==> src/rtl/seg7_scan_if.sv <==
// Display bus between the value source and the 7-segment scanner.
// Latency: none, wires only.
// Backpressure: none; the scanner samples data_in at frame boundaries.
interface seg7_scan_if;
  logic        en;
  logic [15:0] data_in;
  logic [6:0]  seg;
  logic        dp;
  logic [3:0]  an;
  logic        frame_tick;

  modport master (
    output en, data_in,
    input  seg, dp, an, frame_tick
  );

  modport slave (
    input  en, data_in,
    output seg, dp, an, frame_tick
  );
endinterface

==> src/rtl/seg7_scan.sv <==
// Scans a 16-bit word as 4 hex digits onto a multiplexed 7-segment panel.
// Latency: an/seg/dp lag the digit index by 1 cycle; new data shows one frame after the wrap capture.
// Backpressure: none; data_in is sampled only on the 3->0 digit wrap, or every cycle while disabled.
module seg7_scan #(
  parameter int         CLK_DIV        = 50000,
  parameter bit         SEG_ACTIVE_LOW = 1'b1,
  parameter bit         AN_ACTIVE_LOW  = 1'b1,
  parameter bit         BLANK_LZ       = 1'b1,
  parameter logic [3:0] DP_MASK        = 4'b0000
) (
  input  logic          clk,
  input  logic          rst_n,
  seg7_scan_if.slave    io_disp
);

  localparam int              CW       = $clog2(CLK_DIV) + 1;
  localparam logic [CW-1:0]   CNT_MAX  = CW'(CLK_DIV - 1);
  // Pin levels for a dark digit, segment or decimal point.
  localparam logic [6:0]      SEG_OFF  = SEG_ACTIVE_LOW ? 7'h7F : 7'h00;
  localparam logic            DP_OFF   = SEG_ACTIVE_LOW ? 1'b1  : 1'b0;
  localparam logic [3:0]      AN_OFF   = AN_ACTIVE_LOW  ? 4'hF  : 4'h0;

  logic [CW-1:0] r_cnt;
  logic [1:0]    r_dig;
  logic [15:0]   r_shd;
  logic          r_frame_tick;
  logic [3:0]    r_an;
  logic [6:0]    r_seg;
  logic          r_dp;

  logic [3:0]    w_nib;
  logic          w_blank;
  logic [6:0]    w_hex;
  logic [6:0]    w_seg;
  logic [3:0]    w_an;
  logic          w_dp;

  // Decode the current digit of the shadow word into pin levels.
  always_comb begin
    w_nib   = 4'h0;
    w_blank = 1'b0;
    w_hex   = 7'h00;
    case (r_dig)
      2'd0: begin w_nib = r_shd[3:0];   w_blank = 1'b0;                  end
      2'd1: begin w_nib = r_shd[7:4];   w_blank = (r_shd[15:4]  == '0);  end
      2'd2: begin w_nib = r_shd[11:8];  w_blank = (r_shd[15:8]  == '0);  end
      default: begin w_nib = r_shd[15:12]; w_blank = (r_shd[15:12] == '0); end
    endcase
    case (w_nib)
      4'h0: w_hex = 7'h3F;  4'h1: w_hex = 7'h06;
      4'h2: w_hex = 7'h5B;  4'h3: w_hex = 7'h4F;
      4'h4: w_hex = 7'h66;  4'h5: w_hex = 7'h6D;
      4'h6: w_hex = 7'h7D;  4'h7: w_hex = 7'h07;
      4'h8: w_hex = 7'h7F;  4'h9: w_hex = 7'h6F;
      4'hA: w_hex = 7'h77;  4'hB: w_hex = 7'h7C;
      4'hC: w_hex = 7'h39;  4'hD: w_hex = 7'h5E;
      4'hE: w_hex = 7'h79;  default: w_hex = 7'h71;
    endcase
    // A blanked digit keeps its anode and decimal point, only segments go dark.
    if (BLANK_LZ && w_blank) w_hex = 7'h00;
    w_seg = SEG_ACTIVE_LOW ? ~w_hex : w_hex;
    w_an  = 4'b0001 << r_dig;
    if (AN_ACTIVE_LOW) w_an = ~w_an;
    w_dp  = SEG_ACTIVE_LOW ? ~DP_MASK[r_dig] : DP_MASK[r_dig];
  end

  // Prescaler, digit index and frame-boundary capture of data_in.
  always_ff @(posedge clk) begin
    if (!rst_n) begin
      r_cnt        <= '0;
      r_dig        <= 2'd0;
      r_shd        <= 16'h0000;
      r_frame_tick <= 1'b0;
    end else if (!io_disp.en) begin
      // Tracking data_in while idle lets the first slot after enable show fresh data.
      r_cnt        <= '0;
      r_dig        <= 2'd0;
      r_shd        <= io_disp.data_in;
      r_frame_tick <= 1'b0;
    end else if (r_cnt == CNT_MAX) begin
      r_cnt <= '0;
      r_dig <= r_dig + 2'd1;
      if (r_dig == 2'd3) begin
        r_shd        <= io_disp.data_in;
        r_frame_tick <= 1'b1;
      end else begin
        r_frame_tick <= 1'b0;
      end
    end else begin
      r_cnt        <= r_cnt + CW'(1);
      r_frame_tick <= 1'b0;
    end
  end

  // Registered pin drivers so the panel never sees decode glitches.
  always_ff @(posedge clk) begin
    if (!rst_n || !io_disp.en) begin
      r_an  <= AN_OFF;
      r_seg <= SEG_OFF;
      r_dp  <= DP_OFF;
    end else begin
      r_an  <= w_an;
      r_seg <= w_seg;
      r_dp  <= w_dp;
    end
  end

  assign io_disp.seg        = r_seg;
  assign io_disp.dp         = r_dp;
  assign io_disp.an         = r_an;
  assign io_disp.frame_tick = r_frame_tick;

endmodule

==> src/flat_wrapper.sv <==
// flat-port wrapper written by rule: the top's interface ports become plain ports
module seg7_scan_flat 
#(
  parameter int         CLK_DIV        = 50000,
  parameter bit         SEG_ACTIVE_LOW = 1'b1,
  parameter bit         AN_ACTIVE_LOW  = 1'b1,
  parameter bit         BLANK_LZ       = 1'b1,
  parameter logic [3:0] DP_MASK        = 4'b0000
)
  (clk, rst_n, io_disp_en, io_disp_data_in, io_disp_seg, io_disp_dp, io_disp_an, io_disp_frame_tick);
  seg7_scan_if io_disp_i ();
  input  logic clk;
  input  logic rst_n;
  input wire logic [$bits(io_disp_i.en)-1:0] io_disp_en;
  input wire logic [$bits(io_disp_i.data_in)-1:0] io_disp_data_in;
  output wire logic [$bits(io_disp_i.seg)-1:0] io_disp_seg;
  output wire logic [$bits(io_disp_i.dp)-1:0] io_disp_dp;
  output wire logic [$bits(io_disp_i.an)-1:0] io_disp_an;
  output wire logic [$bits(io_disp_i.frame_tick)-1:0] io_disp_frame_tick;
  assign io_disp_i.en = io_disp_en;
  assign io_disp_i.data_in = io_disp_data_in;
  assign io_disp_seg = io_disp_i.seg;
  assign io_disp_dp = io_disp_i.dp;
  assign io_disp_an = io_disp_i.an;
  assign io_disp_frame_tick = io_disp_i.frame_tick;
  seg7_scan #(.CLK_DIV(CLK_DIV), .SEG_ACTIVE_LOW(SEG_ACTIVE_LOW), .AN_ACTIVE_LOW(AN_ACTIVE_LOW), .BLANK_LZ(BLANK_LZ), .DP_MASK(DP_MASK)) u_core (.clk(clk), .rst_n(rst_n), .io_disp(io_disp_i));
endmodule
==> config.mk <==
export PLATFORM = sky130hd
export DESIGN_NAME = seg7_scan_flat
export DESIGN_NICKNAME = d
export VERILOG_FILES = /design/src/rtl/seg7_scan_if.sv /design/src/rtl/seg7_scan.sv /design/src/flat_wrapper.sv
export SDC_FILE = /design/constraint.sdc
export NUM_CORES = 1
export LEC_CHECK = 0
export CAP_MARGIN = 0
export CORE_MARGIN = 2
export CORE_UTILIZATION = 25
export CTS_CLUSTER_SIZE = 10
export DETAILED_ROUTE_END_ITERATION = 7
export GPL_TIMING_DRIVEN = 1
export PLACE_DENSITY = 0.5
export SYNTH_ARGS = -nofsm -noshare
export SYNTH_HDL_FRONTEND = slang
export SYNTH_SLANG_ARGS = --single-unit
export TNS_END_PERCENT = 20
==> constraint.sdc <==
create_clock -name clk -period 4.9 [get_ports clk]
set_input_delay 0.49 -clock clk [delete_from_list [all_inputs] [get_ports clk]]
set_output_delay 0.49 -clock clk [all_outputs]
set_load 0.02 [all_outputs]
==> results, run 1 <==
- The worst setup path is captured at a register.
- The area of the multi-input gates is 1220 um^2.
- Summed over all layers, the routed wires come to 4860 um.
- The total overflow reported by the global router is 0.
- The synthesized area divided by synthesized cell count is 8.94 um^2.
- Setup violations remaining at the end of the flow were counted as 0.
- The worst pin sits at a relative slew slack of 24.0%.
- For this run, the leading register cell type out of synthesis is sky130_fd_sc_hd__dfxtp_1.
- Setup repair after global routing left no endpoint under its margin.
- The antenna diode count is 0.
- In the routed design, unresolved DRC markers number 0.
- The tightest min-delay check is of the register to register type.
- The count of different cell masters after synthesis is 45.
- The via count of the first global-routing pass is 1823.
- The final critical-path share of the clock period is 54.0%.
- The startpoint of the lowest-slack hold path is u_core.r_shd[0].
- The number of buffers inserted during clock tree synthesis is 5.
- After detailed placement, the total cell area comes to 2640 um^2.
- The first global-routing pass estimated 8240 um of wire.
- After detailed routing, the average wire length per cell comes to 12.5 um.
- The number of hold-slack violations in the final timing report came to 0.
- When the netlist entered floorplanning its net count stood at 283.
- Along the worst hold path, the cell count comes to 2.
- In the final layout, flip-flops and latches occupy 941 um^2.
- Between clock sinks in the finished design, the worst skew comes to 0.0113 ns.
- The count of TritonRoute iterations in the first routing pass is 8.
- The number of violations reported at the end of detailed-routing iteration 0 is 57.
- Entering global routing, the biggest net connects 36 pins.
- The number of standard-cell rows in the floorplan is 34.
- The filler cell count is 938.
- The final weighted congestion in routability-driven placement is 0.837.
- The width of the chip is 99.1 um.
- For the pin with the worst max-slew slack, the measured transition is 1.13 ns.
- The time the worst path needs with I/O delays and setup is 2.65 ns.
- The flow ran to the end, and the final reports show no timing, DRC or antenna violations.
- The growth of design area from synthesis to finish is 20.5%.
- Cells with a size suffix above 1 make up 4.27% of the layout.
- The wire-length estimate of the detail-placed layout is 3610 um.
- At the worst endpoint, the required time is 5.03 ns.
- The worst path arrival time is 2.78 ns.
- The number of hold buffers added after cts is 0.
- The total of max-cap violations is 0.
- In this run the number of H-tree levels came out at 2.
- Buffers added to address setup during post-CTS repair amount to 0.
- On the final layout, the worst hold slack is 0.473 ns.
- The CTS tree is done.
- In the post-synthesis netlist, the biggest area contributors are sky130_fd_sc_hd__dfxtp_1 42%, sky130_fd_sc_hd__mux2i_1 9.3%, sky130_fd_sc_hd__nand2_1 7.5%, sky130_fd_sc_hd__ha_1 6.1%, sky130_fd_sc_hd__xnor2_1 3.1%.
- The number of antenna violations at the first check in global routing is 0.
- The routed layout has 1852 vias.
- Yosys printed 0 warnings.
- Of all cell types, the one taking the most synthesized area is sky130_fd_sc_hd__dfxtp_1.
- After clock tree synthesis, the clock-pin slew on the worst setup and hold paths is 0.08 ns.
- The number of clock sinks is 47.
- For this design the static power due to leakage is 0.979 nW.
- IR analysis of the VDD net gives a maximum drop of 0.0000988 V.
- Setup total negative slack on the finished layout was measured at 0 ns.
- The worst setup path is launched from a register.
- The longest clock path from root to sink contains 2 buffers.
- The final number of max-transition violations was 0.
- The number of cells in the finished layout apart from fillers is 389.
- The standard cell core area is 8760 um^2.
- The number of placed instances with taps included is 382.
- For this configuration, the core starts out at a cell density of 25.8%.
- The overall power of the completed layout is 0.748 mW.
- The clock latency reported for the late side of the worst-skew pair is 0.29 ns.
- After routing the design area is 2730 um^2.
- The tree is rooted in a sky130_fd_sc_hd__clkbuf_8.
- The part of the Yosys area used for sequential elements is 41.6%.
- The category of the most critical setup path is register to register.
- Of all nets on the critical path, the largest fanout is 16.
- The worst path meets setup with 2.25 ns of slack.
- The die footprint is 9830 um^2.
- During I/O placement, the number of pins put on the boundary was 32.
- The fraction of post-synthesis cell area in the top cell type by area is 41.6%.
- The worst setup timing slack at the placement stage is 2.24 ns.
- Cells fill 31.1% of the core in the end.
- The height of the chip is 99.1 um.
- In this run the cell area of the synthesized design comes to 2260 um^2.
- In the routed layout, each cell is associated on average with a via count of 4.76.
- For this run, asynchronously set or reset flops after synthesis account for 0%.
- The number of cells on the worst reg-to-reg path is 4.
- Global routing used 10.2% of the available tracks.
- The number of nets at the end of the flow is 311.
- The worst setup path startpoint is u_core.r_cnt[7].
- In this run the critical register-to-register path is captured at u_core.r_cnt[9].
- The count of flip-flops with a built-in enable after synthesis is 0.
- The cell count after synthesis is 253.
- The launch instance of the worst register-to-register path is u_core.r_cnt[7].
- The register-to-register setup slack is 2.25 ns.
- After clock tree synthesis, the repair step resized 0 gates.
- The total power per unit cell area is 275 nW/um^2.
- The capture endpoint of the worst hold path is u_core.r_shd[0].
- After synthesis the netlist holds a flip-flop and latch count of 47.
- The count of input and output buffers is 30.
- Timing would allow up to 378 MHz.
- The number of nets with antenna violations after routing is 0.
[cell families after synthesis]
group,synth area share [%]
compound gates,12.2
xor+xnor,4.26
fa+ha+maj,6.08
buf+inv,4.42
flops,41.6
mux,9.29
other cells,0.166
simple gates,22.0
[critical path, stage by stage, from the launching register on]
cell                      delay [ns]
sky130_fd_sc_hd__dfxtp_1        0.34
sky130_fd_sc_hd__or4b_1         0.55
sky130_fd_sc_hd__or4_4          0.58
sky130_fd_sc_hd__o21ai_1        0.90
sky130_fd_sc_hd__nor2_1         0.13
[cells in the final DEF (no fill, tap or decap), types with 4 or more instances in the layout]
cell type / count
sky130_fd_sc_hd__o21ai_0: 4
sky130_fd_sc_hd__nand3_1: 10
sky130_fd_sc_hd__a21oi_1: 13
sky130_fd_sc_hd__nor4_1: 7
sky130_fd_sc_hd__ha_1: 11
sky130_fd_sc_hd__a222oi_1: 4
sky130_fd_sc_hd__o221ai_1: 4
sky130_fd_sc_hd__clkbuf_8: 6
sky130_fd_sc_hd__nor2_1: 17
sky130_fd_sc_hd__nand4_1: 5
sky130_fd_sc_hd__inv_1: 8
sky130_fd_sc_hd__nand2_1: 45
sky130_fd_sc_hd__dfxtp_1: 47
sky130_fd_sc_hd__mux2i_1: 21
sky130_fd_sc_hd__clkdlybuf4s50_1: 30
sky130_fd_sc_hd__nor2b_1: 4
sky130_fd_sc_hd__xnor2_1: 8
[synthesized netlist by cell type, drive strengths merged (5+ instances only)]
master  instances
ha             11
dfxtp          47
clkbuf          6
mux2i          21
a21oi          13
xnor2           8
o21ai           5
nor4            7
inv             8
nand3          10
nand4           5
nor2           17
nand2          45
[power by group]
group / switching [mW] / internal, mW
clock network: 0.124 / 0.111
logic: 0.0529 / 0.0515
registers: 0.00944 / 0.400
[layer usage]
metal	vias up	GRT usage, %	share of wire, %
met5	-	0	0
met4	0	2.85	1.1
met3	7	2.53	4.6
met2	34	17.6	48
met1	853	12.6	46
li1	958	-	-
[layout make-up]
cell class	count	share of cell area, %
multi-input cells	187	44.8
flip-flops and latches	47	34.5
repair buffers	31	11.3
well taps	108	4.96
clock buffers	6	3.03
inverters	9	1.24
clock inverters	1	0.184
[sequential cells by signal (all words and copies together) (netlist names)]
signal	cells
u_core.r_cnt	17
u_core.r_shd	16
u_core.io_disp.seg	7
u_core.io_disp.an	4
u_core.r_dig	2
u_core.io_disp.frame_tick	1
[how the worst max path moves through the flow]
stage / slack (ns) / cells after the start / to
detailed placement: 2.24 / 4 / u_core.r_cnt[9]
global route: 2.05 / 4 / u_core.r_cnt[4]
finish: 2.25 / 4 / u_core.r_cnt[9]
CTS: 2.24 / 4 / u_core.r_cnt[9]
global placement: 2.29 / 4 / u_core.r_cnt[3]
floorplan: 2.71 / 6 / u_core.r_shd[10]
No activity file was read; power rests on OpenSTA's default activity.
==> run 2, diff against run 1 <==
PLACE_DENSITY = 0.51   (was 0.5)
clock period = 2.31 ns   (was 4.9 ns; I/O delays follow)
==> results, run 2 (synthesis results as in run 1) <==
- The most common cell after layout, fill and taps aside is sky130_fd_sc_hd__dfxtp_1 (unchanged).
- The number of flip-flops in the largest register is 17 (unchanged).
- The CTS tree is done (unchanged).
- The number of nets at the end of the flow is 321 (was 311).
- The worst clock skew is 0.00896 ns (was 0.0113 ns).
- The first-pass GRT wire length is 8510 um (was 8240 um).
- The maximum number of pins on one net before global-route repair is 28 (was 36).
- The clock latency reported for the late side of the worst-skew pair is 0.30 ns (was 0.29 ns).
- The total overflow reported by the global router is 0 (unchanged).
- The count of TritonRoute iterations in the first routing pass is 4 (was 8).
- The height of the chip was 99.1 um (unchanged).
- Run status: finished, final reports clean (unchanged).
- Unrepaired setup endpoints after global routing: no (unchanged).
- The met1 track demand over resource in global routing is 12.5% (was 12.6%).
- The setup total negative slack is 0 ns (unchanged).
- The worst path required time is 2.50 ns (was 5.03 ns).
- The final critical-path share of the clock period is 94.3% (was 54.0%).
- The capture endpoint of the worst hold path is u_core.r_shd[10] (was u_core.r_shd[0]).
- The root buffer selected by CTS is sky130_fd_sc_hd__clkbuf_8 (unchanged).
- The core utilization of the finished layout is 32.5% (was 31.1%).
- The number of cells traversed by the worst hold path came to 3 (was 2).
- The number of buffers inserted during clock tree synthesis came to 5 (unchanged).
- The growth of design area from synthesis to finish is 25.7% (was 20.5%).
- The antenna diode count is 0 (unchanged).
- The worst reg2reg path endpoint is u_core.r_shd[1] (was u_core.r_cnt[9]).
- The number of hold buffers added after cts is 0 (unchanged).
- The peak fanout along the critical path is 16 (unchanged).
- The post-detailed-placement cell area is 2720 um^2 (was 2640 um^2).
- The global-route usage over all layers is 10.5% (was 10.2%).
- The filler cell count is 948 (was 938).
- The via count of the first global-routing pass came to 1879 (was 1823).
- The number of nets with antenna violations after routing is 0 (unchanged).
- The total half-perimeter wirelength after legalization and detailed placement was 3740 um (was 3610 um).
- The power share of the combinational group was 13.6% (was 13.9%).
- The internal power is 1.29 mW (was 0.562 mW).
- The buffer levels on the longest clock path is 2 (unchanged).
- The top-level port count is 32 (unchanged).
- The register-to-register setup slack is 0.13 ns (was 2.25 ns).
- The count of input and output buffers is 30 (unchanged).
- The remaining design rule violation count is 0 (unchanged).
- The leakage power total is 1.04 nW (was 0.979 nW).
- The area of all placed cells without fillers is 2840 um^2 (was 2730 um^2).
- The power share of the sequential group is 50.9% (was 54.7%).
- The top register by number of flip-flops is u_core.r_cnt (unchanged).
- The number of violations reported at the end of detailed-routing iteration 0 is 79 (was 57).
- The final weighted congestion in routability-driven placement is 0.771 (was 0.837).
- The number of standard-cell rows in the floorplan is 34 (unchanged).
- The detailed-route vias per instance came to 4.63 (was 4.76).
- The startpoint class of the critical path is a register (unchanged).
- The standard cell core area was 8760 um^2 (unchanged).
- The total power per unit cell area was 600 nW/um^2 (was 275 nW/um^2).
- The via count was 1850 (was 1852).
- The fraction of final layout cells sized beyond drive strength 1 was 8.56% (was 4.27%).
- The die footprint is 9830 um^2 (unchanged).
- The slew of the pin with the lowest slew margin is 0.564 ns (was 1.13 ns).
- The worst min-delay path class is input pin to register (was register to register).
- The category of the most critical setup path is register to register (unchanged).
- The most used routing layer in global routing is met2 (unchanged).
- The worst slew margin relative to its limit came to 62.4% (was 24.0%).
- The number of hold-slack violations in the final timing report was 0 (unchanged).
- The final number of max-transition violations is 0 (unchanged).
- The net switching component of the power is 0.418 mW (was 0.186 mW).
- The worst path arrival time is 2.37 ns (was 2.78 ns).
- The number of failing setup endpoints in the final timing report is 0 (unchanged).
- The net switching share of the total power came to 24.5% (was 24.9%).
- The width of the chip came to 99.1 um (unchanged).
- The total of max-cap violations is 0 (unchanged).
- The time the worst path needs with I/O delays and setup is 2.18 ns (was 2.65 ns).
- The number of antenna violations at the first check in global routing is 0 (unchanged).
- The kind of capture point of the worst setup path is a register (unchanged).
- The share of power burned in the clock network was 35.5% (was 31.4%).
- The routed wire length is 4990 um (was 4860 um).
- The final-layout worst hold slack is 0.473 ns (about the same).
- Leading cell types in the layout, fill and taps excluded: 46 x sky130_fd_sc_hd__dfxtp_1, 45 x sky130_fd_sc_hd__nand2_1, 30 x sky130_fd_sc_hd__clkdlybuf4s50_1 (was 47 x sky130_fd_sc_hd__dfxtp_1, 45 x sky130_fd_sc_hd__nand2_1, 30 x sky130_fd_sc_hd__clkdlybuf4s50_1).
- The number of clock sinks is 47 (unchanged).
- The worst ir drop on vdd is 0.000195 V (was 0.0000988 V).
- The clock slew at the register clock pins of the worst setup and hold paths is 0.09 ns (was 0.08 ns).
- The timing-limited maximum frequency is 459 MHz (was 378 MHz).
- The H-tree depth reported by CTS is 2 (unchanged).
- The fraction of met2 tracks used by global routing is 18.8% (was 17.6%).
- The starting density of the core was 25.8% (unchanged).
- The launch instance of the worst register-to-register path is u_core.r_cnt[7] (unchanged).
- The number of cells on the worst reg-to-reg path is 5 (was 4).
- The met3 track demand over resource in global routing is 2.53% (unchanged).
- The startpoint of the lowest-slack hold path is io_disp_data_in[10] (was u_core.r_shd[0]).
- The routed wirelength normalized by instance count came to 12.5 um (about the same).
[run 2: cell types whose count changed in the layout (fill, tap and decap cells not counted), sizes merged]
cell and change:
buf +10, bufinv +1, clkbuf -1, clkinv +1
[run 2: metrics by stage]
step | power, mW | setup WS, ns | std cells
detailed placement | 1.12 | 0.106 | 391
global placement | 1.12 | 0.119 | 391
finish | 1.71 | 0.131 | 400
global route | 1.79 | 0.0113 | 400
CTS | 1.73 | 0.0865 | 399
floorplan | 1.02 | 0.117 | 253
[run 2: cell type report]
class / count / area (um^2) / share of cell area, %
multi-input combinational: 187 / 1220 / 43.1
sequential: 47 / 942 / 33.1
timing repair buffer: 41 / 395 / 13.9
tap: 108 / 135 / 4.75
clock buffer: 5 / 68.8 / 2.42
clock inverter: 3 / 43.8 / 1.54
inverter: 9 / 33.8 / 1.19
[run 2: how the worst max path moves through the flow]
stage | from | to | slack, ns | cells past startpoint
6_report | u_core.r_cnt[7] | u_core.r_shd[1] | 0.13 | 5
2_1_floorplan | u_core.r_cnt[7] | u_core.r_shd[10] | 0.12 | 6
5_1_grt | u_core.r_dig[0] | u_core.io_disp.seg[0] | 0.01 | 8
4_1_cts | u_core.r_dig[0] | u_core.io_disp.seg[0] | 0.09 | 9
3_3_place_gp | u_core.r_dig[0] | u_core.io_disp.seg[0] | 0.12 | 9
3_5_place_dp | u_core.r_dig[0] | u_core.io_disp.seg[0] | 0.11 | 9
[run 2: routing by layer]
| layer | routed length [um] | vias up |
|---|---|---|
| li1 | - | 975 |
| met1 | 2330 | 846 |
| met2 | 2430 | 25 |
| met3 | 187 | 4 |
| met4 | 42 | 0 |
| met5 | 0 | - |
[run 2: power groups by stage]
stage                     combinational (mW)  clock, mW  sequential, mW
final                                  0.232      0.606           0.867
after global routing                   0.254      0.666           0.873
after CTS                              0.232      0.632           0.868
after detailed placement               0.231          0           0.887
after global placement                 0.229          0           0.886
after floorplan                        0.114          0           0.906
[run 2: timing repair]
action,CTS,global route
setup endpoints to repair,0,5
gates resized for setup,0,2
setup buffers,0,1
[run 2: worst max-delay path, cell delays in order, from the launching register on]
cell,delay (ns)
sky130_fd_sc_hd__dfxtp_1,0.34
sky130_fd_sc_hd__or4b_1,0.54
sky130_fd_sc_hd__or4_4,0.58
sky130_fd_sc_hd__o31a_1,0.33
sky130_fd_sc_hd__buf_12,0.17
sky130_fd_sc_hd__mux2i_1,0.12
